--- src/rtl/mem_lsu_ctrl.sv ---
// RV32I load/store sequencer: one request at a time, alignment check, lane steering, extended load return.
// Optional MEM_LSU_BOUND_CHK_EN turns nonzero upper address bits into an error instead of wrapping.
module mem_lsu_ctrl #(
  parameter int B_WIDTH  = 32,
  parameter int MEM_SIZE = 10
) (
  input  logic                   clk,
  input  logic                   rst,
  input  logic                   req_valid,
  output logic                   req_ready,
  input  logic                   req_we,
  input  logic [2:0]             req_funct3,
  input  logic [B_WIDTH-1:0]     req_addr,
  input  logic [B_WIDTH-1:0]     req_wdata,
  output logic                   resp_valid,
  input  logic                   resp_ready,
  output logic [B_WIDTH-1:0]     resp_rdata,
  output logic                   resp_err,
  output logic [MEM_SIZE-1:0]    mem_addr,
  output logic                   mem_read_en,
  output logic                   mem_write_en,
  output logic [B_WIDTH/8-1:0]   write_byte_en,
  output logic [B_WIDTH-1:0]     mem_wdata,
  input  logic [B_WIDTH-1:0]     mem_rdata
);

  typedef enum logic [1:0] {IDLE, ACCESS, WAIT, RESP} state_t;

  state_t                 state_q;
  logic [1:0]             addr_q;
  logic [2:0]             funct3_q;
  logic                   we_q;
  logic                   req_ready_q, resp_valid_q, resp_err_q;
  logic [B_WIDTH-1:0]     resp_rdata_q;
  logic                   mem_read_en_q, mem_write_en_q;
  logic [MEM_SIZE-1:0]    mem_addr_q;
  logic [B_WIDTH/8-1:0]   be_q;
  logic [B_WIDTH-1:0]     mem_wdata_q;

  logic out_of_range;
`ifdef MEM_LSU_BOUND_CHK_EN
  assign out_of_range = |req_addr[B_WIDTH-1:MEM_SIZE+2];
`else
  logic unused_upper_addr;
  assign unused_upper_addr = ^req_addr[B_WIDTH-1:MEM_SIZE+2];
  assign out_of_range      = 1'b0;
`endif

  logic req_err;
  always_comb begin
    req_err = out_of_range;
    case (req_funct3)
      3'b000:  req_err = out_of_range;
      3'b001:  req_err = out_of_range | req_addr[0];
      3'b010:  req_err = out_of_range | (req_addr[1:0] != 2'b00);
      3'b100:  req_err = out_of_range | req_we;
      3'b101:  req_err = out_of_range | req_we | req_addr[0];
      default: req_err = 1'b1;
    endcase
  end

  logic [B_WIDTH/8-1:0] be_d;
  logic [B_WIDTH-1:0]   wdata_d;
  always_comb begin
    be_d    = '1;
    wdata_d = req_wdata;
    case (req_funct3[1:0])
      2'b00: begin
        be_d    = 4'b0001 << req_addr[1:0];
        wdata_d = {4{req_wdata[7:0]}};
      end
      2'b01: begin
        be_d    = req_addr[1] ? 4'b1100 : 4'b0011;
        wdata_d = {2{req_wdata[15:0]}};
      end
      default: begin
        be_d    = '1;
        wdata_d = req_wdata;
      end
    endcase
  end

  // Lane select uses the registered byte offset; mem_rdata is valid in WAIT.
  logic [7:0]         ld_byte;
  logic [15:0]        ld_half;
  logic [B_WIDTH-1:0] ld_data;
  always_comb begin
    ld_byte = mem_rdata[7:0];
    case (addr_q)
      2'b01:   ld_byte = mem_rdata[15:8];
      2'b10:   ld_byte = mem_rdata[23:16];
      2'b11:   ld_byte = mem_rdata[31:24];
      default: ld_byte = mem_rdata[7:0];
    endcase
    ld_half = addr_q[1] ? mem_rdata[31:16] : mem_rdata[15:0];
    case (funct3_q)
      3'b000:  ld_data = {{(B_WIDTH-8){ld_byte[7]}}, ld_byte};
      3'b001:  ld_data = {{(B_WIDTH-16){ld_half[15]}}, ld_half};
      3'b100:  ld_data = {{(B_WIDTH-8){1'b0}}, ld_byte};
      3'b101:  ld_data = {{(B_WIDTH-16){1'b0}}, ld_half};
      default: ld_data = mem_rdata;
    endcase
  end

  always_ff @(posedge clk) begin
    if (rst) begin
      state_q        <= IDLE;
      addr_q         <= '0;
      funct3_q       <= '0;
      we_q           <= 1'b0;
      req_ready_q    <= 1'b1;
      resp_valid_q   <= 1'b0;
      resp_err_q     <= 1'b0;
      resp_rdata_q   <= '0;
      mem_read_en_q  <= 1'b0;
      mem_write_en_q <= 1'b0;
      mem_addr_q     <= '0;
      be_q           <= '0;
      mem_wdata_q    <= '0;
    end else begin
      case (state_q)
        IDLE: begin
          if (req_valid && req_ready_q) begin
            addr_q      <= req_addr[1:0];
            funct3_q    <= req_funct3;
            we_q        <= req_we;
            mem_addr_q  <= req_addr[MEM_SIZE+1:2];
            req_ready_q <= 1'b0;
            if (req_err) begin
              state_q      <= RESP;
              resp_valid_q <= 1'b1;
              resp_err_q   <= 1'b1;
              resp_rdata_q <= '0;
            end else if (req_we) begin
              state_q        <= ACCESS;
              mem_write_en_q <= 1'b1;
              be_q           <= be_d;
              mem_wdata_q    <= wdata_d;
            end else begin
              state_q       <= ACCESS;
              mem_read_en_q <= 1'b1;
            end
          end
        end
        ACCESS: begin
          mem_read_en_q  <= 1'b0;
          mem_write_en_q <= 1'b0;
          be_q           <= '0;
          if (we_q) begin
            state_q      <= RESP;
            resp_valid_q <= 1'b1;
            resp_err_q   <= 1'b0;
            resp_rdata_q <= '0;
          end else begin
            state_q <= WAIT;
          end
        end
        WAIT: begin
          state_q      <= RESP;
          resp_valid_q <= 1'b1;
          resp_err_q   <= 1'b0;
          resp_rdata_q <= ld_data;
        end
        RESP: begin
          if (resp_ready) begin
            state_q      <= IDLE;
            resp_valid_q <= 1'b0;
            resp_err_q   <= 1'b0;
            resp_rdata_q <= '0;
            req_ready_q  <= 1'b1;
          end
        end
        default: state_q <= IDLE;
      endcase
    end
  end

  assign req_ready     = req_ready_q;
  assign resp_valid    = resp_valid_q;
  assign resp_err      = resp_err_q;
  assign resp_rdata    = resp_rdata_q;
  assign mem_read_en   = mem_read_en_q;
  assign mem_write_en  = mem_write_en_q;
  assign mem_addr      = mem_addr_q;
  assign write_byte_en = be_q;
  assign mem_wdata     = mem_wdata_q;

endmodule

--- config.mk ---
export PLATFORM = sky130hd
export DESIGN_NAME = mem_lsu_ctrl
export DESIGN_NICKNAME = d
export VERILOG_FILES = /design/src/rtl/mem_lsu_ctrl.sv
export SDC_FILE = /design/constraint.sdc
export NUM_CORES = 1
export LEC_CHECK = 0
export CORE_ASPECT_RATIO = 0.8
export CORE_UTILIZATION = 46
export CTS_CLUSTER_DIAMETER = 40
export DETAILED_ROUTE_END_ITERATION = 6
export PLACE_DENSITY_LB_ADDON = 0.15
export SYNTH_ARGS = -nofsm -noshare
export SYNTH_HDL_FRONTEND = slang
export SYNTH_SLANG_ARGS = --single-unit
--- constraint.sdc ---
create_clock -name clk -period 5.5 [get_ports clk]
set_clock_uncertainty 0.1 [all_clocks]
set_input_delay 1.1 -clock clk [delete_from_list [all_inputs] [get_ports clk]]
set_output_delay 1.1 -clock clk [all_outputs]
set_load 0.05 [all_outputs]
==> results.json, run 1 <==
{
  "synth_warnings": 0,
  "netlist_area_sq_mm": 0.00432,
  "overflow": 0,
  "drtPass1Iterations": 4,
  "crit_chain": "clkdlybuf4s50_1 > buf_4 > nor4_4 > a22oi_4 > nor2_4 > buf_4 > o211ai_1 > a21oi_1",
  "synth.top_cell.area_share": 0.422,
  "yosysSeqAreaShare": 0.422,
  "p_switching_uw": 901,
  "wl_per_cell_microns": 16.3,
  "status": "finished, final reports clean",
  "clockBufferDepth": 2,
  "root_buffer": "clkbuf_16",
  "numCtsBuffers": 9,
  "htreeDepth": 3,
  "core_sq_mm": 0.00908,
  "p_clk_frac": 0.250,
  "track_usage": 0.254,
  "yosysMostFrequentCell": "nand2_1",
  "layout-drive-gt1-share": 0.0614,
  "period_minus_slack_ns": 3.39,
  "worst_pin_slew_ns": 0.968,
  "dieArea_sq_mm": 0.00978,
  "synth-edff-count": 0,
  "hp-class": "reg -> reg",
  "p_leak_uw": 0.00219,
  "seqPwrFrac": 0.353,
  "num_rows": 31,
  "synthToLayoutAreaGrowth_pct": 44.5,
  "hpwl_microns": 8870,
  "p_sw_frac": 0.392,
  "critPathRequiredTime_ns": 5.67,
  "syn_inst": 501,
  "grt_max_degree": 63,
  "cts_sinks": 91,
  "p_int_uw": 1400,
  "fin_nets": 754,
  "critPathMaxStageDelay_ns": 0.57,
  "cp_num_buf_inv": 3,
  "drc_errors": 0,
  "setup_viol": 0,
  "ctsHoldBuffers": 0,
  "cts_resized": 0,
  "drv_slew": 0,
  "peakVddDrop_v": 0.000232,
  "ys_ff_latch": 91,
  "hold_viol": 0,
  "critPathSlowestCell": "nor2_4",
  "crit_arrival_ns": 3.56,
  "grt_pass1_wl_microns": 19000,
  "die-width_microns": 110,
  "relSlewSlack": 0.353,
  "max_freq_mhz": 295,
  "via_per_inst": 5.45,
  "start_util": 0.475,
  "crit_path_frequent_cell": "buf_4",
  "finalPower_uw": 2300,
  "ant_nets": 0,
  "grt_pass1_vias": 3744,
  "yosysTopAreaCell": "dfxtp_1",
  "routed_wl_microns": 12500,
  "antennaDiodeCount": 0,
  "cts_setup_buffers": 0,
  "antenna_found_initial": 0,
  "syn_avg_cell_area_sq_um": 8.61,
  "via_count": 4172,
  "async_flop_share": 0,
  "cts_tree": "yes",
  "clock_latency_ns": 0.34,
  "end_kind": "flop",
  "critPathMaxFanout": 29,
  "ys_types": 48,
  "combPwrFrac": 0.397,
  "die_y_microns": 88.6,
  "gp_congestion": 0.875,
  "crit_family": "buffers and inverters",
  "path_class": "in -> reg",
  "synth_common_cells": "nand2_1, dfxtp_1, a21oi_1",
  "clk_pin_slew_ns": 0.07,
  "syn_nets": 609,
  "drv_cap": 0,
  "numPortBuffers": 166,
  "timing.final.crit_share": 0.616,
  "synth_area_leaders": "dfxtp_1, nand2_1, mux2i_1",
  "rsz0062_at_grt": "false",
  "io_pins": 187,
  "start_kind": "input pin",
  "tns_ns": 0,
  "drt_iter0_drc": 216,
  "pwr_density_cell_mw_per_mm2": 369,
  "synth-main-ff-cell": "dfxtp_1"
}
cells in the final DEF, fill, tap and decap left out, types with 7 or more instances in the layout:
master	instances
a211oi_1	8
nand2b_1	22
o211ai_1	9
a21oi_1	52
mux2i_1	28
o22ai_1	15
dfxtp_1	91
clkbuf_16	9
a22o_1	23
o21ai_0	20
nand2_1	95
o31a_1	7
clkdlybuf4s50_1	165
nor2_1	29
nor2b_1	10
flip-flops by register name, indices dropped and copies added (netlist names):
name / flops
addr_q: 2
funct3_q: 3
mem_addr: 10
mem_read_en: 1
mem_wdata: 32
mem_write_en: 1
req_ready: 1
resp_err: 1
resp_rdata: 32
resp_valid: 1
state_q: 2
we_q: 1
write_byte_en: 4
worst reg2reg max path, stage by stage (launching register included):
cell      delay [ns]
dfxtp_1         0.36
inv_1           0.10
ha_1            0.48
a21boi_0        0.38
a22oi_4         0.19
nor2_4          0.57
buf_4           0.42
o211ai_1        0.19
a21oi_1         0.16
final cells by class:
type | instances | area (sq um)
clock buffer | 12 | 246
clock inverter | 4 | 26.3
tap | 115 | 144
sequential | 91 | 1820
fill | 760 | 2840
multi-input combinational | 364 | 2260
timing repair buffer | 172 | 1700
inverter | 8 | 30.0
final timing paths:
path	startpoint	to	slack (ns)	depth (start not counted)
min	resp_rdata[15]	resp_rdata[15]	0.35	2
min reg2reg	resp_rdata[15]	resp_rdata[15]	0.35	2
max reg2reg	state_q[0]	mem_wdata[31]	2.48	8
max	req_funct3[0]	mem_wdata[31]	2.11	8
cell families (layout without fill, tap and decap cells):
| logic type | after synthesis | in the layout | share of synthesized area |
|---|---|---|---|
| AO/OA/AOI/OAI | 157 | 157 | 0.259 |
| adder cells (fa/ha/maj) | 4 | 4 | 0.0116 |
| buffers and inverters | 46 | 196 | 0.0531 |
| flip-flops | 91 | 91 | 0.422 |
| multiplexers | 28 | 28 | 0.0649 |
| AND/OR/NAND/NOR | 175 | 175 | 0.189 |
through the flow:
stage               worst slack [ns]  cells  utilization  hold slack, ns  cell area, sq um
floorplan                       3.07    501            -           0.344              4320
global placement                1.82    750        0.657           0.336              5960
detailed placement              1.79    750        0.657           0.346              5960
CTS                             2.14    766        0.687           0.355              6230
global route                    1.92    766        0.687           0.378              6230
finish                          2.11    766        0.687           0.353              6230
layer usage:
layer / vias up / routed length (microns) / global-route usage / share of wire
li1: 2058 / - / - / -
met1: 1957 / 6000 / 0.359 / 0.48
met2: 139 / 5420 / 0.374 / 0.44
met3: 18 / 817 / 0.0685 / 0.066
met4: 0 / 218 / 0.0861 / 0.017
met5: - / 0 / 0 / 0
power groups by stage:
| stage | logic [uW] | clock network [uW] | registers, uW |
|---|---|---|---|
| 5_1_grt | 982 | 602 | 823 |
| 6_report | 914 | 574 | 812 |
| 2_1_floorplan | 390 | 0 | 1060 |
| 4_1_cts | 914 | 579 | 811 |
| 3_3_place_gp | 889 | 0 | 821 |
| 3_5_place_dp | 909 | 0 | 826 |
Note: power is estimated with default switching activity, not from simulation.
==> inputs of run 2 (changes only) <==
- CORE_UTILIZATION: 46 -> 38
- clock period: 5.5 -> 2.8 ns (I/O delays scaled with it)
==> run 2 against run 1 <==
  * Routed wire length rose by 4.3%
  * Sequential share of layout area fell by 0.69 points
  * Setup slack got worse by 1.7 ns
  * Highest routed layer unchanged
==> results.json, run 2 (synthesized netlist as in run 1, its figures left out) <==
{
  "status": "finished, final reports clean",
  "setup_slack_ns": 0.383,
  "rsz0062_at_grt": "false",
  "dieArea_sq_mm": 0.0118,
  "p_leak_uw": 0.00225,
  "setup_viol": 0,
  "drtPass1Iterations": 5,
  "track_usage": 0.225,
  "gp_congestion": 0.840,
  "path_class": "in -> reg",
  "fin_nets": 762,
  "p_switching_uw": 1780,
  "antenna_found_initial": 0,
  "instances_no_fill": 802,
  "start_util": 0.393,
  "core_sq_mm": 0.0110,
  "drv_slew": 0,
  "via_count": 4244,
  "pwr_density_cell_mw_per_mm2": 725,
  "p_clk_frac": 0.253,
  "grt_pass1_wl_microns": 20700,
  "layout-drive-gt1-share": 0.0699,
  "via_per_inst": 5.29,
  "crit_chain": "clkdlybuf4s50_1 > a21oi_2 > a22oi_4 > nand4_4 > nor2_4 > a22o_1",
  "root_buffer": "clkbuf_16",
  "antennaDiodeCount": 0,
  "max_freq_mhz": 414,
  "timing.final.crit_share": 0.863,
  "cts_tree": "yes",
  "dp_cells": 787,
  "clockBufferDepth": 2,
  "htreeDepth": 3,
  "hold_viol": 0,
  "seqPwrFrac": 0.344,
  "overflow": 0,
  "maxUsedRoutingLayer": "met4",
  "crit_arrival_ns": 2.60,
  "numCtsBuffers": 9,
  "final_common_cell": "clkdlybuf4s50_1",
  "cts_setup_buffers": 0,
  "critPathSlowestCell": "clkdlybuf4s50_1",
  "critPathMaxFanout": 16,
  "grt_pass1_vias": 3987,
  "critPathMaxStageDelay_ns": 0.69,
  "met1_length_microns": 6140,
  "wl_met2_microns": 5760,
  "post-place-ws_ns": 0.0277,
  "synthToLayoutAreaGrowth_pct": 48.0,
  "combPwrFrac": 0.404,
  "start_kind": "input pin",
  "cts_resized": 0,
  "worst_pin_slew_ns": 0.587,
  "drc_errors": 0,
  "drt_iter0_drc": 248,
  "grt_max_degree": 33,
  "p_int_uw": 2850,
  "peakVddDrop_v": 0.000560,
  "drv_cap": 0,
  "wl_per_cell_microns": 16.2,
  "clock_latency_ns": 0.34,
  "p_sw_frac": 0.384,
  "relSlewSlack": 0.609,
  "end_kind": "flop",
  "ant_nets": 0,
  "numPortBuffers": 166,
  "tns_ns": 0,
  "routed_wl_microns": 13000,
  "period_minus_slack_ns": 2.42,
  "die-width_microns": 121,
  "io_pins": 187,
  "hp-class": "reg -> reg",
  "dr_wl_met3_microns": 921,
  "final_cell_mix": "clkdlybuf4s50_1, nand2_1, dfxtp_1",
  "hpwl_microns": 9640,
  "die_y_microns": 97.3,
  "critPathRequiredTime_ns": 2.98,
  "cts_sinks": 91,
  "num_rows": 34,
  "ctsHoldBuffers": 0,
  "clk_pin_slew_ns": 0.06
}
## run 2: cell types whose count changed in the layout (fill, tap and decap cells not counted)
cell	previous run	this run
buf_12	0	4
buf_4	6	10
bufinv_16	0	1
clkbuf_1	2	3
clkbuf_8	1	0
clkinv_4	1	0
clkinvlp_4	1	0
## run 2: per-layer routing
layer | track usage | up-vias
met3 | 0.0599 | 14
met4 | 0.0665 | 0
met2 | 0.338 | 155
li1 | - | 2078
met5 | 0 | -
met1 | 0.312 | 1997
## run 2: worst max-delay path: cells and delay by family
family	cells	cell delay, ns
buffers and inverters	1	0.69
AO/OA/AOI/OAI	3	0.69
AND/OR/NAND/NOR	2	0.65
## run 2: power groups by stage
stage | sequential (uW) | clock (uW) | combinational (uW)
after detailed placement | 1620 | 0 | 1870
after floorplan | 2080 | 0 | 766
after global routing | 1610 | 1250 | 2000
after global placement | 1610 | 0 | 1820
final | 1590 | 1170 | 1870
after CTS | 1590 | 1200 | 1870
## run 2: area by class of cell
cell class              instances  area (sq um)
fillers                       994          4590
multi-input cells             364          2260
flip-flops and latches         91          1820
repair buffers                180          1810
clock buffers                  12           236
well taps                     144           180
clock inverters                 3          40.0
inverters                       8          30.0
## run 2: path summary, 6_finish.rpt
check | startpoint | to | slack, ns | depth (start not counted)
max | req_addr[0] | resp_rdata[17] | 0.38 | 6
min reg2reg | resp_rdata[15] | resp_rdata[15] | 0.35 | 2
min | resp_rdata[15] | resp_rdata[15] | 0.35 | 2
max reg2reg | state_q[0] | resp_rdata[17] | 0.38 | 7
## run 2: metrics by stage
step | hold slack [ns] | power [uW] | area [sq um] | util
after floorplan | 0.344 | 2840 | 4320 | -
after global placement | 0.336 | 3430 | 6110 | 0.557
after detailed placement | 0.348 | 3490 | 6110 | 0.557
after CTS | 0.355 | 4670 | 6380 | 0.582
after global routing | 0.375 | 4870 | 6380 | 0.582
final | 0.351 | 4630 | 6380 | 0.582
==> inputs of run 3 (changes only) <==
- SKIP_CTS_REPAIR_TIMING: unset -> 1
==> results of run 3 <==
Final layout, timing and power as in run 2 (identical DEF).
